$ cat src/rtl/n101_cfgreg_wr_arbiter.sv
// n101_cfgreg_wr_arbiter
// Two-requester round-robin write arbiter for an external configuration
// register vector. Each accepted write is a masked read-modify-write merged
// against the live reg_q, one write every two cycles (IDLE accept, WRITE).
// Optional build macro: N101_CFGREG_HWLOCK_EN adds hw_lock/err0, which block
// requester 0 writes while the hardware holds the lock.
module n101_cfgreg_wr_arbiter #(
    parameter int WIDTH = 20,
    parameter int CNT_W = 8
) (
    input  logic             clock,
    input  logic             reset,
    input  logic             req0_valid,
    output logic             req0_ready,
    input  logic [WIDTH-1:0] req0_data,
    input  logic [WIDTH-1:0] req0_mask,
    input  logic             req1_valid,
    output logic             req1_ready,
    input  logic [WIDTH-1:0] req1_data,
    input  logic [WIDTH-1:0] req1_mask,
    input  logic [WIDTH-1:0] reg_q,
    output logic [WIDTH-1:0] reg_d,
    output logic             reg_en,
    output logic             done0,
    output logic             done1,
    output logic             busy,
`ifdef N101_CFGREG_HWLOCK_EN
    input  logic             hw_lock,
    output logic             err0,
`endif
    output logic [CNT_W-1:0] wr_cnt
);

    typedef enum logic {
        IDLE  = 1'b0,
        WRITE = 1'b1
    } state_t;

    state_t             state_q, state_d;
    logic               rr_q, rr_d;        // 0: req0 wins a tie, 1: req1 wins
    logic               win_q, win_d;      // id of the requester being written
    logic [WIDTH-1:0]   data_q, data_d;
    logic [WIDTH-1:0]   mask_q, mask_d;
    logic               done0_q, done0_d;
    logic               done1_q, done1_d;
    logic [CNT_W-1:0]   cnt_q, cnt_d;
    logic               grant0, grant1;
    logic               lock_hit;

`ifdef N101_CFGREG_HWLOCK_EN
    logic               err0_q, err0_d;
    // Only a requester 0 transaction sitting in WRITE can be blocked.
    assign lock_hit = (state_q == WRITE) & ~win_q & hw_lock;
    assign err0     = err0_q;
`else
    assign lock_hit = 1'b0;
`endif

    // A lone requester always wins; on a tie rr_q picks the winner.
    assign grant0 = req0_valid & (~req1_valid | ~rr_q);
    assign grant1 = req1_valid & (~req0_valid |  rr_q);

    assign done0  = done0_q;
    assign done1  = done1_q;
    assign wr_cnt = cnt_q;

    // Next-state, handshake and register-vector write port.
    always_comb begin
        state_d    = state_q;
        rr_d       = rr_q;
        win_d      = win_q;
        data_d     = data_q;
        mask_d     = mask_q;
        done0_d    = 1'b0;
        done1_d    = 1'b0;
        cnt_d      = cnt_q;
        req0_ready = 1'b0;
        req1_ready = 1'b0;
        reg_en     = 1'b0;
        reg_d      = '0;
        busy       = 1'b0;
`ifdef N101_CFGREG_HWLOCK_EN
        err0_d     = 1'b0;
`endif
        case (state_q)
            IDLE: begin
                // Readys stay low while reset is held so nothing is accepted.
                req0_ready = grant0 & reset;
                req1_ready = grant1 & reset;
                if (grant0 | grant1) begin
                    win_d   = grant1;
                    data_d  = grant1 ? req1_data : req0_data;
                    mask_d  = grant1 ? req1_mask : req0_mask;
                    rr_d    = ~grant1;
                    state_d = WRITE;
                end
            end
            WRITE: begin
                busy    = 1'b1;
                state_d = IDLE;
                if (lock_hit) begin
`ifdef N101_CFGREG_HWLOCK_EN
                    err0_d = 1'b1;
`endif
                end else begin
                    // Merge against live reg_q so back-to-back writes keep
                    // the bits the previous write just landed.
                    reg_en  = 1'b1;
                    reg_d   = (reg_q & ~mask_q) | (data_q & mask_q);
                    done0_d = ~win_q;
                    done1_d =  win_q;
                    if (cnt_q != {CNT_W{1'b1}}) cnt_d = cnt_q + 1'b1;
                end
            end
            default: state_d = IDLE;
        endcase
    end

    // State register with synchronous active-low reset.
    always_ff @(posedge clock) begin
        if (!reset) begin
            state_q <= IDLE;
            rr_q    <= 1'b0;
            win_q   <= 1'b0;
            data_q  <= '0;
            mask_q  <= '0;
            done0_q <= 1'b0;
            done1_q <= 1'b0;
            cnt_q   <= '0;
`ifdef N101_CFGREG_HWLOCK_EN
            err0_q  <= 1'b0;
`endif
        end else begin
            state_q <= state_d;
            rr_q    <= rr_d;
            win_q   <= win_d;
            data_q  <= data_d;
            mask_q  <= mask_d;
            done0_q <= done0_d;
            done1_q <= done1_d;
            cnt_q   <= cnt_d;
`ifdef N101_CFGREG_HWLOCK_EN
            err0_q  <= err0_d;
`endif
        end
    end

endmodule

$ cat config.mk
export PLATFORM = sky130hd
export DESIGN_NAME = n101_cfgreg_wr_arbiter
export DESIGN_NICKNAME = d
export VERILOG_FILES = /design/src/rtl/n101_cfgreg_wr_arbiter.sv
export SDC_FILE = /design/constraint.sdc
export NUM_CORES = 1
export LEC_CHECK = 0
export CORE_MARGIN = 2
export CORE_UTILIZATION = 46
export CTS_BUF_LIST = sky130_fd_sc_hd__clkbuf_8
export DETAILED_ROUTE_END_ITERATION = 8
export GPL_ROUTABILITY_DRIVEN = 0
export PLACE_DENSITY = 0.91
export SLEW_MARGIN = 5
export SYNTH_ARGS = -nofsm -noshare
export SYNTH_HDL_FRONTEND = slang
export SYNTH_SLANG_ARGS = --single-unit
export TNS_END_PERCENT = 20
$ cat constraint.sdc
create_clock -name clock -period 2.6 [get_ports clock]
set_input_delay 0.52 -clock clock [delete_from_list [all_inputs] [get_ports clock]]
set_output_delay 0.52 -clock clock [all_outputs]
set_load 0.01 [all_outputs]
==> results of run 1 <==
state kept, by name, indices dropped and copies added, names as in the netlist:
name / cells
rr_q: 1
win_q: 1
mask_q: 20
done0: 1
data_q: 20
done1: 1
wr_cnt: 8
state_q: 1
Yosys cell counts, types with 2 or more instances:
cell	count	area, µm²
nor2b_1	21	131.4
dfxtp_1	53	1061
a2111oi_2	9	135.1
buf_2	10	50.05
nand2_1	5	18.77
o21ai_0	27	135.1
a311oi_1	2	17.52
buf_1	2	7.510
buf_6	3	33.78
clkbuf_1	19	71.32
a2111oi_0	31	271.5
a21oi_1	2	10.01
a2111oi_1	17	170.2
nor2_1	30	112.6
buf_4	2	15.01
and4_1	2	17.52
and3_1	3	18.77
o211ai_1	12	90.09
a31oi_1	14	87.58
inv_1	33	123.9
nor3_1	2	10.01
mux2i_1	22	220.2
worst min-delay path by stage:
stage | from | end | slack (ps) | depth (start not counted)
finish | win_q | done0 | 460 | 1
global route | win_q | done0 | 500 | 1
CTS | win_q | done0 | 460 | 1
detailed placement | win_q | done0 | 450 | 1
global placement | win_q | done0 | 420 | 1
floorplan | win_q | done0 | 400 | 1
power by group:
group | internal [mW] | total [mW] | switching, mW
clock | 0.184 | 0.449 | 0.265
sequential | 0.883 | 0.949 | 0.0652
combinational | 0.311 | 0.536 | 0.226
area by class of cell:
cell class                      instances  area share
Clock inverter                          3    0.003104
Sequential cell                        53      0.2401
Inverter                               33     0.02793
Timing Repair Buffer                  151      0.3361
Clock buffer                            5     0.01552
Multi-Input combinational cell        215      0.3555
Tap cell                               77     0.02173
routing by layer:
layer	up-vias	share of wire	wire (µm)	track usage
met4	0	0.022	201	0.09238
met3	19	0.078	711	0.04748
met5	-	0	0	0
li1	1512	-	-	-
met1	1479	0.41	3736	0.3284
met2	156	0.49	4504	0.4335
stage by stage:
| step | setup TNS (ps) | total power [mW] |
|---|---|---|
| floorplan | 0 | 1.217 |
| global placement | -9.260 | 1.482 |
| detailed placement | -0.3926 | 1.502 |
| CTS | 0 | 1.939 |
| global route | 0 | 2.028 |
| finish | 0 | 1.934 |
what timing repair did:
| item | CTS | global route |
|---|---|---|
| resized for setup | 2 | 1 |
| endpoints found under the hold margin | 0 | 0 |
| endpoints found under the setup margin | 2 | 1 |
worst max-delay path, stage by stage:
cell and delay [ps]:
clkdlybuf4s50_1 570, buf_4 420, o21ba_2 240, buf_12 180, nor2_1 50, a2111oi_0 500
cells in the final DEF (no fill, tap or decap), types with 9 or more instances in the layout:
master	synthesis	layout
a2111oi_0	31	31
a2111oi_1	17	17
a2111oi_2	9	9
a31oi_1	14	14
buf_4	2	13
clkdlybuf4s50_1	0	135
dfxtp_1	53	52
inv_1	33	34
mux2i_1	22	22
nor2_1	30	30
nor2b_1	21	21
o211ai_1	12	12
o21ai_0	27	27
kinds of logic after synthesis:
group	after synthesis	share of synthesized area
compound gates	121	0.3322
mux	22	0.07505
flops	53	0.3616
fa+ha+maj	1	0.004264
buf+inv	69	0.1028
simple gates	71	0.1241
==> out/metrics.yaml, run 1 <==
cts-root-buf: "clkbuf_8"
area_growth_pct: 51.13
end_kind: "register"
clk_pin_slew_ps: 100
vdd_drop_max_mv: 0.2495
synth_edf_count: 0
worstPathMaxFanout: 41
drc: 0
relSlewSlack: 0.6022
htree_levels: 2
antenna_left: 0
grt.overflow.total: 0
cts_made_buffers: 5
clk_latency_ps: 310
fin_area_mm2: 0.004434
final-hold-violation-count: 0
antenna_found_initial: 0
async_flop_share: 0
multi_input_area_mm2: 0.001577
status: "complete, no violations"
drtIter0Drc: 180
synth_warnings: 0
ys_ff_latch: 53
synth.distinct_cells: 38
finalMaxSlewViolations: 0
r2r_cells: 4
grt_pass1_vias: 3096
cts_hold_buf: 0
min_period_ps: 2347
fmax_mhz: 426.1
wl_um: 9153
fin_cells: 537
path_class: "in2reg"
ys_seq_area_frac: 0.3616
syn_avg_cell_area_um2: 8.706
layout-drive-gt1-share: 0.07609
maxCapViolCount: 0
cp-start-kind: "primary input"
hp-class: "reg2reg"
critical_path.endpoint: "mask_q[14]"
row_count: 29
p_per_area_mw_per_mm2: 436.1
grt_pass1_wl_um: 14960
portBuffers: 137
fin_skew_ps: 8.647
n_fill_cell: 493
track_usage: 0.2570
setup_slack_ps: 252.9
dp_cells: 529
grt_setup_unrepaired: "no"
vias_per_cell: 5.896
synth_flop_cell: "dfxtp_1"
timing.rr.start: "state_q"
clock_path_buffers: 2
worst_pin_slew_ps: 581.7
period_share: 0.9027
start_util: 0.4701
pin_count: 138
r2r-end: "mask_q[14]"
reg2reg_slack_ps: 840
critical_path_arrival_ps: 2500
synth_nets: 442
die_w_um: 83.87
clock-sinks: 53
dr.pass1.iters: 5
route.vias.total: 3166
dieArea_mm2: 0.007033
p_leak_nw: 1.655
cts_tree: "done"
synthCells: 337
regArea_mm2: 0.001065
dp_slack_ps: -0.3926
die_h_um: 83.87
hold_ws_ps: 456.9
grt_max_degree: 61
crit_start: "req1_valid"
place_hpwl_um: 6402
finalCoreUtilization: 0.7105
nets: 564
placed_area_mm2: 0.004348
setup_viol: 0
wl_per_cell_um: 17.04
diodes: 0
worstPathRequired_ps: 2760
netlist_area_mm2: 0.002934
coreArea_mm2: 0.006241
postCtsSetupBuffers: 0
Note: power is estimated with default switching activity, not from simulation.
==> inputs of run 2 (changes only) <==
--- a/config.mk
+++ b/config.mk
@@ -11,7 +11,6 @@
 export DETAILED_ROUTE_END_ITERATION = 8
 export GPL_ROUTABILITY_DRIVEN = 0
 export PLACE_DENSITY = 0.91
-export SLEW_MARGIN = 5
 export SYNTH_ARGS = -nofsm -noshare
 export SYNTH_HDL_FRONTEND = slang
 export SYNTH_SLANG_ARGS = --single-unit
==> results of run 2 <==
Same layout as run 1: the final DEF is identical, and so are final timing and power.
==> inputs of run 3 (changes only) <==
--- a/config.mk
+++ b/config.mk
@@ -9,7 +9,6 @@
 export CORE_UTILIZATION = 46
 export CTS_BUF_LIST = sky130_fd_sc_hd__clkbuf_8
 export DETAILED_ROUTE_END_ITERATION = 8
-export GPL_ROUTABILITY_DRIVEN = 0
 export PLACE_DENSITY = 0.91
 export SYNTH_ARGS = -nofsm -noshare
 export SYNTH_HDL_FRONTEND = slang
==> results of run 3 <==
Same layout as run 1: the final DEF is identical, and so are final timing and power.
